<file path="src/rtl/uart_pkg.sv">
// Shared UART definitions: receiver state encoding and oversampling constants.
package uart_pkg;

  typedef enum logic [1:0] {
    IDLE  = 2'd0,
    START = 2'd1,
    DATA  = 2'd2,
    STOP  = 2'd3
  } rx_state_e;

  localparam int unsigned DEFAULT_DIVISOR = 325;
  localparam int unsigned OVERSAMPLE      = 16;
  localparam int unsigned MID_START       = 7;
  localparam int unsigned TICK_CNT_W      = 4;

endpackage

</file>
<file path="src/rtl/byte_fifo.sv">
// Show-ahead FIFO with wrap-bit pointers; head is visible on rd_data_o without a pop.
module byte_fifo #(
  parameter int unsigned WIDTH = 8,
  parameter int unsigned DEPTH = 16
) (
  input  logic                        pclk,
  input  logic                        rst_n,
  input  logic                        wr_en_i,
  input  logic [WIDTH-1:0]            wr_data_i,
  input  logic                        rd_en_i,
  output logic [WIDTH-1:0]            rd_data_o,
  output logic                        empty_o,
  output logic                        full_o,
  output logic [$clog2(DEPTH):0]      count_o,
  output logic                        overrun_o
);

  localparam int unsigned AW = (DEPTH > 1) ? $clog2(DEPTH) : 1;

  if (DEPTH < 2 || (DEPTH & (DEPTH - 1)) != 0) begin : g_depth_check
    $error("byte_fifo: DEPTH must be a power of 2 and at least 2");
  end

  logic [WIDTH-1:0] mem_q [DEPTH];
  logic [AW:0]      wr_ptr_q, wr_ptr_d;
  logic [AW:0]      rd_ptr_q, rd_ptr_d;
  logic             overrun_q;
  logic             wr_ok, rd_ok;

  assign empty_o   = (wr_ptr_q == rd_ptr_q);
  assign full_o    = (wr_ptr_q[AW-1:0] == rd_ptr_q[AW-1:0]) && (wr_ptr_q[AW] != rd_ptr_q[AW]);
  assign count_o   = wr_ptr_q - rd_ptr_q;
  assign rd_data_o = mem_q[rd_ptr_q[AW-1:0]];
  assign overrun_o = overrun_q;

  // Accept decisions use the flags as they stand before the edge.
  assign wr_ok = wr_en_i & ~full_o;
  assign rd_ok = rd_en_i & ~empty_o;

  always_comb begin
    wr_ptr_d = wr_ptr_q;
    rd_ptr_d = rd_ptr_q;
    if (wr_ok) wr_ptr_d = wr_ptr_q + (AW+1)'(1);
    if (rd_ok) rd_ptr_d = rd_ptr_q + (AW+1)'(1);
  end

  always_ff @(posedge pclk or negedge rst_n) begin
    if (!rst_n) begin
      wr_ptr_q  <= '0;
      rd_ptr_q  <= '0;
      overrun_q <= 1'b0;
    end else begin
      wr_ptr_q  <= wr_ptr_d;
      rd_ptr_q  <= rd_ptr_d;
      overrun_q <= wr_en_i & full_o;
    end
  end

  always_ff @(posedge pclk or negedge rst_n) begin
    if (!rst_n) begin
      for (int i = 0; i < int'(DEPTH); i++) mem_q[i] <= '0;
    end else if (wr_ok) begin
      mem_q[wr_ptr_q[AW-1:0]] <= wr_data_i;
    end
  end

endmodule

</file>
<file path="src/rtl/uart_rx_path.sv">
// UART receive path: 16x baud tick, 2-FF synchronizer, 8N1 oversampling receiver, byte FIFO.
module uart_rx_path
  import uart_pkg::*;
#(
  parameter int unsigned DIV_WIDTH  = 20,
  parameter int unsigned DATA_WIDTH = 8,
  parameter int unsigned DEPTH      = 16
) (
  input  logic                    pclk,
  input  logic                    rst_n,
  input  logic [DIV_WIDTH-1:0]    divisor,
  input  logic                    rx_i,
  input  logic                    rd_en,
  output logic [DATA_WIDTH-1:0]   rd_data,
  output logic                    empty,
  output logic                    full,
  output logic [$clog2(DEPTH):0]  count,
  output logic                    tick_16x,
  output logic                    frame_err,
  output logic                    overrun
);

  localparam int unsigned NW = (DATA_WIDTH > 1) ? $clog2(DATA_WIDTH) : 1;

  logic [DIV_WIDTH-1:0]  baud_cnt_q, baud_cnt_d, baud_last;
  logic                  sync1_q, sync2_q;
  rx_state_e             state_q;
  logic [TICK_CNT_W-1:0] s_q;
  logic [NW-1:0]         n_q;
  logic [DATA_WIDTH-1:0] shift_q;
  logic                  rx_wr_q;
  logic                  frame_err_q;

  // Divisors of 0 and 1 both collapse to a tick on every cycle.
  assign baud_last  = (divisor <= DIV_WIDTH'(1)) ? '0 : divisor - DIV_WIDTH'(1);
  assign tick_16x   = (baud_cnt_q == baud_last);
  assign baud_cnt_d = (baud_cnt_q >= baud_last) ? '0 : baud_cnt_q + DIV_WIDTH'(1);

  always_ff @(posedge pclk or negedge rst_n) begin
    if (!rst_n) baud_cnt_q <= '0;
    else        baud_cnt_q <= baud_cnt_d;
  end

  always_ff @(posedge pclk or negedge rst_n) begin
    if (!rst_n) begin
      sync1_q <= 1'b1;
      sync2_q <= 1'b1;
    end else begin
      sync1_q <= rx_i;
      sync2_q <= sync1_q;
    end
  end

  // Receiver: start qualified at mid start bit, then one sample per 16 ticks.
  always_ff @(posedge pclk or negedge rst_n) begin
    if (!rst_n) begin
      state_q     <= IDLE;
      s_q         <= '0;
      n_q         <= '0;
      shift_q     <= '0;
      rx_wr_q     <= 1'b0;
      frame_err_q <= 1'b0;
    end else begin
      rx_wr_q     <= 1'b0;
      frame_err_q <= 1'b0;
      case (state_q)
        IDLE: begin
          if (!sync2_q) begin
            state_q <= START;
            s_q     <= '0;
          end
        end
        START: begin
          if (tick_16x) begin
            if (s_q == TICK_CNT_W'(MID_START)) begin
              s_q <= '0;
              if (!sync2_q) begin
                state_q <= DATA;
                n_q     <= '0;
              end else begin
                state_q <= IDLE;
              end
            end else begin
              s_q <= s_q + TICK_CNT_W'(1);
            end
          end
        end
        DATA: begin
          if (tick_16x) begin
            if (s_q == TICK_CNT_W'(OVERSAMPLE - 1)) begin
              s_q     <= '0;
              shift_q <= {sync2_q, shift_q[DATA_WIDTH-1:1]};
              if (n_q == NW'(DATA_WIDTH - 1)) state_q <= STOP;
              else                            n_q     <= n_q + NW'(1);
            end else begin
              s_q <= s_q + TICK_CNT_W'(1);
            end
          end
        end
        STOP: begin
          if (tick_16x) begin
            if (s_q == TICK_CNT_W'(OVERSAMPLE - 1)) begin
              s_q     <= '0;
              state_q <= IDLE;
              if (sync2_q) rx_wr_q     <= 1'b1;
              else         frame_err_q <= 1'b1;
            end else begin
              s_q <= s_q + TICK_CNT_W'(1);
            end
          end
        end
        default: state_q <= IDLE;
      endcase
    end
  end

  assign frame_err = frame_err_q;

  byte_fifo #(
    .WIDTH (DATA_WIDTH),
    .DEPTH (DEPTH)
  ) u_fifo (
    .pclk      (pclk),
    .rst_n     (rst_n),
    .wr_en_i   (rx_wr_q),
    .wr_data_i (shift_q),
    .rd_en_i   (rd_en),
    .rd_data_o (rd_data),
    .empty_o   (empty),
    .full_o    (full),
    .count_o   (count),
    .overrun_o (overrun)
  );

endmodule

</file>
<file path="config.mk">
export PLATFORM = sky130hd
export DESIGN_NAME = uart_rx_path
export DESIGN_NICKNAME = d
export VERILOG_FILES = /design/src/rtl/uart_pkg.sv /design/src/rtl/byte_fifo.sv /design/src/rtl/uart_rx_path.sv
export SDC_FILE = /design/constraint.sdc
export NUM_CORES = 1
export LEC_CHECK = 0
export ABC_AREA = 1
export CORE_ASPECT_RATIO = 1.25
export CORE_MARGIN = 8
export CORE_UTILIZATION = 47
export DETAILED_ROUTE_END_ITERATION = 10
export GPL_TIMING_DRIVEN = 0
export PLACE_DENSITY_LB_ADDON = 0.1
export SYNTH_ARGS = -nofsm -noshare
export SYNTH_HDL_FRONTEND = slang
export SYNTH_HIERARCHICAL = 1
export SYNTH_SLANG_ARGS = --single-unit
</file>
<file path="constraint.sdc">
create_clock -name pclk -period 2.2 [get_ports pclk]
set_input_delay 0.22 -clock pclk [delete_from_list [all_inputs] [get_ports pclk]]
set_output_delay 0.22 -clock pclk [all_outputs]
set_load 0.05 [all_outputs]
</file>
==> flow_summary.toml, run 1 <==
[logic_synthesis]
ys_types = 38
synth_area_leader_cell = "dfrtp_1"
synthTopCellsByArea = "dfrtp_1 41%, nand2_1 19%, nand4_1 7.7%, inv_1 6.3%, nand3_1 5.6%"
syn_area_um2 = 10990
ys_seq_elements = 180
synth_edf_count = 0
synth_cells = 1521
async_reset_ff_frac = 1.000
yosysWarnings = 6
synthFlopType = "dfrtp_1"
synth_top_area_frac = 0.4053
avgSynthCellArea_um2 = 7.226
ys_seq_area_frac = 0.4101
synth_nets = 1581

[route]
drt_iter0_drc = 685
routed_wl_um = 33930
ant_nets = 0
drt-vias-per-instance = 5.457
drt_first_pass_iters = 6
wl_per_cell_um = 17.37
vias = 10660
remaining_drc_errors = 0

[timing]
hold_viol_final = 0
slew_viol_final = 0
setup_ws_ns = -0.2455
rsz0062_at_grt = "true"
fin_skew_ns = 0.01214
setup_viol = 39
slew_headroom = 0.3643
tns_ns = -3.530
fin_crit_sh = 1.112
tightestPinTransition_ns = 0.9536
max_clock_freq_ghz = 0.4089
period_minus_slack_ns = 2.446

[worst_setup_path]
start_kind = "primary input"
startpoint = "divisor[8]"
crit_fanout = 3
path_class = "primary input to output pin"
crit_arrival_ns = 2.23
worst_setup_path_end_kind = "output pin"
r2r-start = "u_fifo/rd_ptr_q[1]"
reg2reg_depth = 12
crit_required_ns = 1.98

[placed_design]
dp_cells = 1851
hpwlAfterDp_um = 22420
port_buffers = 41
gp_congestion = 0.9059
pre_cts_slack_ns = -1.758

[finish]
syn2layout_area_growth_pct = 32.91
n_antenna_cell = 0
final_nets = 1712
instances_no_fill = 1953
drive_above_1_share = 0.3033

[pwr]
ir_drop_uv = 627.5
p_leak_uw = 0.007173
total_power_uw = 12970
p_per_area_nw_per_um2 = 887.7

[floorplanning]
ios = 42
die_h_um = 187.0
initial_utilization = 0.4786
die_w_um = 152.8
num_rows = 62
die-area_um2 = 28560
core_area_um2 = 22960

[clock_tree]
cts.clk_slew.worst_paths_ns = 0.07
cts_tree = "done"
clk_path_buf_depth = 2
cts_made_buffers = 17
root_buffer = "clkbuf_16"
clk-insertion-delay-late_ns = 0.44
cts_sinks = 180
htree_levels = 4

[status]
status = "finished with violations"
violations = "setup timing"

[min_path]
min_path_cells = 1
hold_path_class = "primary input to flop"
hp-start = "rx_i"

[global_route]
grtUsageTotal = 0.2312
grt_pass1_wl_um = 53270
grt_pass1_vias = 10690
grt_overflow_total = 0
grt_max_degree = 93
grt_antenna_before_repair = 0

[run]
drv_cap = 0
## where the power goes
| part | switching [uW] | internal [uW] | leakage, uW | total (uW) |
|---|---|---|---|---|
| Sequential | 144 | 3400 | 0.00244 | 3540 |
| Combinational | 3770 | 2590 | 0.00446 | 6360 |
| Clock | 1350 | 1720 | 0.000275 | 3070 |
## registers in the layout, summed over array words and instances, names as in the netlist, 3 cells and up, named ones only
register	cells
u_fifo/wr_ptr_q	5
u_fifo/mem_q	128
n_q	3
u_fifo/rd_ptr_q	5
baud_cnt_q	20
s_q	4
shift_q	8
## cells in the mapped netlist (all sizes together), types with 12 or more instances
cell and count:
nand3 138, ha 35, inv 185, o21ai 28, nand4 136, a21oi 12
nand2 579, xnor2 14, buf 52, xor2 24, clkbuf 23, dfrtp 178
nor2 92
## path summary, 6_finish.rpt
kind                               endpoint  slack [ns]
hold / removal                      sync1_q        0.19
max in group asynchronous           sync1_q        0.92
setup / recovery                   tick_16x       -0.25
min in group asynchronous  u_fifo/mem_q[76]        0.36
hold reg to reg                     sync2_q        0.36
setup reg to reg           u_fifo/mem_q[58]        0.07
## layout by cell type (no fill, tap or decap), types with 4 or more instances in the layout
master           instances
a21oi_1                 10
buf_1                    8
buf_12                   7
buf_16                   5
buf_2                   25
buf_4                   61
buf_6                   26
buf_8                   17
clkbuf_1                19
clkbuf_16               19
clkbuf_2                 5
clkbuf_8                 4
clkdlybuf4s50_1          4
clkinvlp_4               6
dfrtp_1                175
ha_1                    16
ha_4                    18
inv_1                  153
inv_2                   24
inv_6                    4
nand2_1                466
nand2_2                 88
nand2_4                 25
nand3_1                 68
nand3_2                 61
nand3_4                  9
nand4_1                136
nor2_1                  37
nor2_2                  29
nor2_4                  26
o21ai_0                 13
o21ai_1                  5
o21ai_2                  9
xnor2_1                 14
xor2_1                  22
## cells by family after synthesis
kind of cell / Yosys count / share of synthesized area
flip-flops: 180 / 0.4101
buffers and inverters: 265 / 0.09961
adder cells (fa/ha/maj): 36 / 0.04167
AND/OR/NAND/NOR: 958 / 0.3966
XOR/XNOR: 38 / 0.03028
AO/OA/AOI/OAI: 44 / 0.02175
## metrics by stage
step | utilization | cell area [um^2] | hold WS [ns]
after floorplan | - | 11150 | -0.07559
after global placement | 0.5190 | 11920 | 0.3488
after detailed placement | 0.5204 | 11950 | 0.2839
after CTS | 0.5985 | 13740 | 0.1831
after global routing | 0.6362 | 14610 | 0.1804
final | 0.6362 | 14610 | 0.1881
## routing by layer
metal | global-route usage | part of all wire | wire length (um)
met1 | 0.2675 | 0.40 | 13490
met2 | 0.4078 | 0.51 | 17340
met3 | 0.03629 | 0.045 | 1512
met4 | 0.1167 | 0.047 | 1594
met5 | 0 | 0 | 0
## area by class of cell
type                            count  area [um^2]
Fill cell                        2008         8354
Multi-Input combinational cell   1076         6615
Sequential cell                   180         4511
Timing Repair Buffer              113         1141
Inverter                          189        779.5
Buffer                             75        623.1
Clock buffer                       21        450.4
Tap cell                          288        360.3
Clock inverter                     11        127.6
## repair_timing
action | in CTS | in global routing
hold endpoints to repair | 88 | 0
gates resized for setup | 365 | 226
gates cloned | 7 | 3
hold buffers | 1 | 0
pin swaps | 67 | 86
buffers inserted | 50 | 12
endpoints found under the setup margin | 192 | 175
## critical path, cell delays in order
cell and delay (ns):
clkdlybuf4s15_2 0.23, nor2_2 0.16, nand2_1 0.11, nor2_4 0.16, nand2_4 0.09, inv_4 0.07, nand2_2 0.06, nand2_2 0.06
nand3_2 0.08, ha_4 0.29, nand2_4 0.05, nor2_4 0.12, nand2_2 0.09, nor2_4 0.12, nand2_4 0.07, clkinvlp_4 0.09
buf_8 0.14
No activity file was read; power rests on OpenSTA's default activity.
==> run 2, diff against run 1 <==
PLACE_DENSITY = 0.67   (was not set)
PLACE_DENSITY_LB_ADDON = not set   (was 0.1)
==> flow_summary.toml, run 2 (synthesized netlist as in run 1, its figures left out) <==
[floorplanning]
die_h_um = 187.0
die_w_um = 152.8
num_rows = 62
ios = 42
core_area_um2 = 22960
die-area_um2 = 28560
initial_utilization = 0.4786

[worst_setup_path]
startpoint = "divisor[2]"
crit_path_top_delay_cell = "ha_4"
crit_fanout = 4
crit_arrival_ns = 2.38
start_kind = "primary input"
r2r-start = "baud_cnt_q[11]"
crit_required_ns = 1.98
crit_top_cell = "nor2_4"
crit_end = "tick_16x"
reg2reg_to = "shift_q[5]"
reg2reg_slack_ns = 0.05
worst_setup_path_end_kind = "output pin"
crit_chain = "buf_8, clkinvlp_4, nand3_4, nor2_4, inv_2, nor2_4, nand2_4, inv_2, nand2_1, nand2_1, nand3_2, ha_4, nand2_4, nor2_4, nand2_2, nor2_4, nand2_4, clkinvlp_4, buf_8"
path_class = "primary input to output pin"
crit_path_max_incr_delay_ns = 0.29
reg2reg_depth = 13

[global_route]
grtUsageTotal = 0.2280
grt_max_degree = 102
grt_pass1_vias = 10250
grt_antenna_before_repair = 0
grt_pass1_wl_um = 52470
grt_overflow_total = 0

[min_path]
hold_path_class = "primary input to flop"

[timing]
hold_viol_final = 0
tns_ns = -4.773
setup_viol = 40
max_clock_freq_ghz = 0.3853
slew_viol_final = 0
rsz0062_at_grt = "true"
fin_skew_ns = 0.01816
fin_crit_sh = 1.180
tightestPinTransition_ns = 0.9874
slew_headroom = 0.3417
setup_ws_ns = -0.3951
period_minus_slack_ns = 2.595

[finish]
fin_util = 0.6241
syn2layout_area_growth_pct = 30.38
drive_above_1_share = 0.2780
final_nets = 1710
final_common_cell = "nand2_1"
seq_area_um2 = 4512
instances_no_fill = 1950
top_regs = "u_fifo/mem_q (128), baud_cnt_q (20), shift_q (8)"
largest_register = "u_fifo/mem_q"
n_antenna_cell = 0
largest_reg_flops = 128
layout_common_cells = "485 x nand2_1, 174 x dfrtp_1, 159 x inv_1, 136 x nand4_1, 74 x nand3_1"
multiInputGateArea_um2 = 6376
num-fill-cells = 1980

[pwr]
pwr-share-clk = 0.247
p_int_uw = 7583
combPwrFrac = 0.477
p_per_area_nw_per_um2 = 895.7
p_leak_uw = 0.007137
ir_drop_uv = 717.6
p_sw_uw = 5252
pwr-share-seq = 0.276
switching_share = 0.4092

[run]
drv_cap = 0

[status]
violations = "setup timing"
status = "finished with violations"

[placed_design]
dp_cells = 1851
port_buffers = 41
pre_cts_slack_ns = -1.738
gp_congestion = 0.9174
hpwlAfterDp_um = 22260

[route]
ant_nets = 0
wl_per_cell_um = 17.53
remaining_drc_errors = 0
drt-vias-per-instance = 5.507
vias = 10740
routed_wl_um = 34190
drt_first_pass_iters = 5
drt_iter0_drc = 702

[clock_tree]
clk_path_buf_depth = 2
cts.clk_slew.worst_paths_ns = 0.06
cts_made_buffers = 17
cts_tree = "done"
htree_levels = 4
cts_sinks = 180
clk-insertion-delay-late_ns = 0.44
root_buffer = "clkbuf_16"
==> run 2: through the flow <==
step                hold slack (ns)  area (um^2)  power, uW
floorplan                  -0.07559        11150       6347
global placement             0.3465        11920       7721
detailed placement           0.2643        11950       7757
CTS                          0.1899        13420      11870
global route                 0.1916        14330      13390
finish                       0.1914        14330      12830
==> run 2: per-layer routing <==
metal,track usage,wire [um],up-vias
met4,0.1175,1689,0
met2,0.3934,17260,396
met5,0,0,-
met1,0.2695,13440,5120
li1,-,-,5115
met3,0.03699,1807,107
==> run 2: power by group through the flow <==
| stage | registers (uW) | clock network [uW] | logic (uW) |
|---|---|---|---|
| after floorplan | 3540 | 0 | 2810 |
| after global placement | 3590 | 0 | 4130 |
| after detailed placement | 3580 | 0 | 4180 |
| after CTS | 3530 | 3210 | 5120 |
| after global routing | 3560 | 3350 | 6490 |
| final | 3540 | 3170 | 6120 |
==> run 2: worst min path at each step <==
stage | startpoint | end | slack (ns) | cells past startpoint
after global placement | sync1_q | sync2_q | 0.35 | 0
after CTS | rx_i | sync1_q | 0.19 | 1
after global routing | rx_i | sync1_q | 0.19 | 1
final | rx_i | sync1_q | 0.19 | 1
after floorplan | rst_n | asynchronous set/reset pin | -0.08 | 0
after detailed placement | rst_n | u_fifo/mem_q[53] | 0.26 | 1
==> run 2: final cells by class <==
type                            instances  area share
Timing Repair Buffer                  111     0.07588
Sequential cell                       180      0.3149
Tap cell                              288     0.02515
Buffer                                 75     0.04357
Clock buffer                           18     0.02995
Inverter                              189     0.05352
Clock inverter                         13     0.01214
Multi-Input combinational cell       1076      0.4449
==> run 2: worst max-delay path, delay by kind of cell <==
family	cells	cell delay [ns]
adder cells (fa/ha/maj)	1	0.29
buffers and inverters	6	0.64
AND/OR/NAND/NOR	12	1.20
==> run 2: repair_timing <==
action | 4_1_cts | 5_1_grt
resized for setup | 325 | 201
gates cloned | 2 | 4
pin swaps | 48 | 78
hold buffers | 1 | 0
setup buffers | 41 | 23
endpoints found under the setup margin | 192 | 124
endpoints found under the hold margin | 79 | 0
==> run 3, diff against run 2 <==
CORE_ASPECT_RATIO = 0.7   (was 1.25)
PLACE_DENSITY = not set   (was 0.67)
clock period = 3.3 ns   (was 2.2 ns; I/O delays follow)
==> flow_summary.toml, run 3 (synthesized netlist as in run 1, its figures left out) <==
[worst_setup_path]
r2r-start = "u_fifo/rd_ptr_q[1]"
path_class = "primary input to output pin"
reg2reg_slack_ns = 0.76
start_kind = "primary input"
reg2reg_to = "u_fifo/rd_ptr_q[4]"
crit_end = "tick_16x"
crit_arrival_ns = 2.96
crit_path_top_delay_cell = "clkdlybuf4s50_1"
crit_top_cell = "nor2_2"
crit_fanout = 5
crit_path_max_incr_delay_ns = 0.46
startpoint = "divisor[0]"
cp.depth = 18
crit_buf_inv = 5
crit_chain = "clkdlybuf4s50_1, inv_2, ha_2, nand3_4, nor2_2, nand2_1, nor2_2, inv_1, o21ai_1, nand3_1, ha_1, nand2_1, nor2_2, nand2_2, nor2_4, nand2_2, inv_2, buf_8"
path_delay_family = "simple AND/OR/NAND/NOR gates"
worst_setup_path_end_kind = "output pin"
crit_required_ns = 2.97
reg2reg_depth = 8

[timing]
tightestPinTransition_ns = 0.9893
rsz0062_at_grt = "true"
fin_crit_sh = 0.9975
setup_viol = 0
period_minus_slack_ns = 3.292
fin_skew_ns = 0.007739
whs_ns = 0.2948
hold_viol_final = 0
slew_viol_final = 0
slew_headroom = 0.3346
max_clock_freq_ghz = 0.3038
setup_ws_ns = 0.008410

[finish]
largest_register = "u_fifo/mem_q"
num-fill-cells = 2254
layout_common_cells = "567 x nand2_1, 180 x inv_1, 178 x dfrtp_1, 136 x nand4_1, 120 x nand3_1"
largest_reg_flops = 128
multiInputGateArea_um2 = 5434
seq_area_um2 = 4507
final_nets = 1646
top_regs = "u_fifo/mem_q (128), baud_cnt_q (20), shift_q (8)"
drive_above_1_share = 0.1019
syn2layout_area_growth_pct = 14.36
instances_no_fill = 1911
fin_util = 0.5514
final_common_cell = "nand2_1"
final_area_um2 = 12570
n_antenna_cell = 0

[route]
wl_per_cell_um = 16.97
routed_wl_um = 32430
drt-vias-per-instance = 5.296
remaining_drc_errors = 0
ant_nets = 0
drt_first_pass_iters = 8
drt_iter0_drc = 906
vias = 10120

[min_path]
hold_path_class = "primary input to flop"
hp-start = "rx_i"

[clock_tree]
htree_levels = 4
clk_path_buf_depth = 2
root_buffer = "clkbuf_16"
cts.clk_slew.worst_paths_ns = 0.07
cts_sinks = 180
clk-insertion-delay-late_ns = 0.44
cts_tree = "done"
cts_made_buffers = 17

[global_route]
grtUsageMet3 = 0.05981
grt_pass1_wl_um = 52210
grt.busiest_layer = "met1"
grt.met2_usage = 0.3153
use_met1 = 0.3665
grt_overflow_total = 0
grt_max_degree = 102
grt_antenna_before_repair = 0
grt_pass1_vias = 9507
grtUsageTotal = 0.2353

[placed_design]
port_buffers = 41
pre_cts_slack_ns = -1.126
hpwlAfterDp_um = 23770
dpl_cell_area_um2 = 11820
dp_cells = 1875
gp_congestion = 0.9516

[floorplanning]
num_rows = 46
die-area_um2 = 28610
core_area_um2 = 22790
ios = 42
initial_utilization = 0.4822
die_h_um = 143.9
die_w_um = 198.8

[pwr]
p_leak_uw = 0.006568
p_per_area_nw_per_um2 = 582.1
ir_drop_uv = 717.7

[run]
drv_cap = 0

[status]
status = "completed"
[run 3: cell types whose count changed in the layout (fill, tap and decap cells not counted), sizes merged, moves of 4 or more]
cell,before,now
dlymetal6s2s,0,8
clkbuf,47,42
buf,145,59
clkdlybuf4s50,4,27
clkinvlp,6,2
[run 3: area by class of cell]
class	count	share of cell area
multi-input cells	1076	0.4324
clock buffers	19	0.03444
plain buffers	76	0.03206
well taps	312	0.03106
flip-flops and latches	180	0.3586
clock inverters	13	0.01444
inverters	189	0.05674
repair buffers	46	0.04032
[run 3: per-stage QoR]
step	power [uW]	TNS, ns
2_1_floorplan	4202	0
3_3_place_gp	5119	-1098.50
3_5_place_dp	5130	-20.54
4_1_cts	7317	0
5_1_grt	7702	-0.1862
6_report	7316	0
[run 3: repair_timing]
item / in CTS / in global routing
setup buffers: 3 / 0
hold endpoints to repair: 79 / 0
setup endpoints to repair: 41 / 11
cloned: 0 / 0
resized for setup: 30 / 24
hold buffers: 1 / 0
pin swaps: 3 / 0
[run 3: power by group]
part,switching [uW],internal (uW)
Clock,918,1270
Combinational,1950,829
Sequential,86.8,2260
Total,2960,4360
[run 3: worst reg2reg max path, delay by kind of cell, from the launching register on]
family	cells	cell delay (ns)
adder cells (fa/ha/maj)	1	0.29
AND/OR/NAND/NOR	2	0.13
buffers and inverters	3	0.56
flip-flops	1	0.44
AO/OA/AOI/OAI	2	0.96
[run 3: how the worst min path moves through the flow]
stage | end | slack, ns | cells after the start
final | sync1_q | 0.29 | 1
after global routing | sync1_q | 0.28 | 1
after CTS | sync1_q | 0.28 | 1
after detailed placement | sync2_q | 0.35 | 0
after global placement | sync2_q | 0.35 | 0
after floorplan | asynchronous set/reset pin | 0.03 | 0
[run 3: layer usage]
metal  part of all wire  routed length (um)
met3              0.078                2533
met4              0.012                 380
met5                  0                   0
met2               0.39               12580
met1               0.52               16940
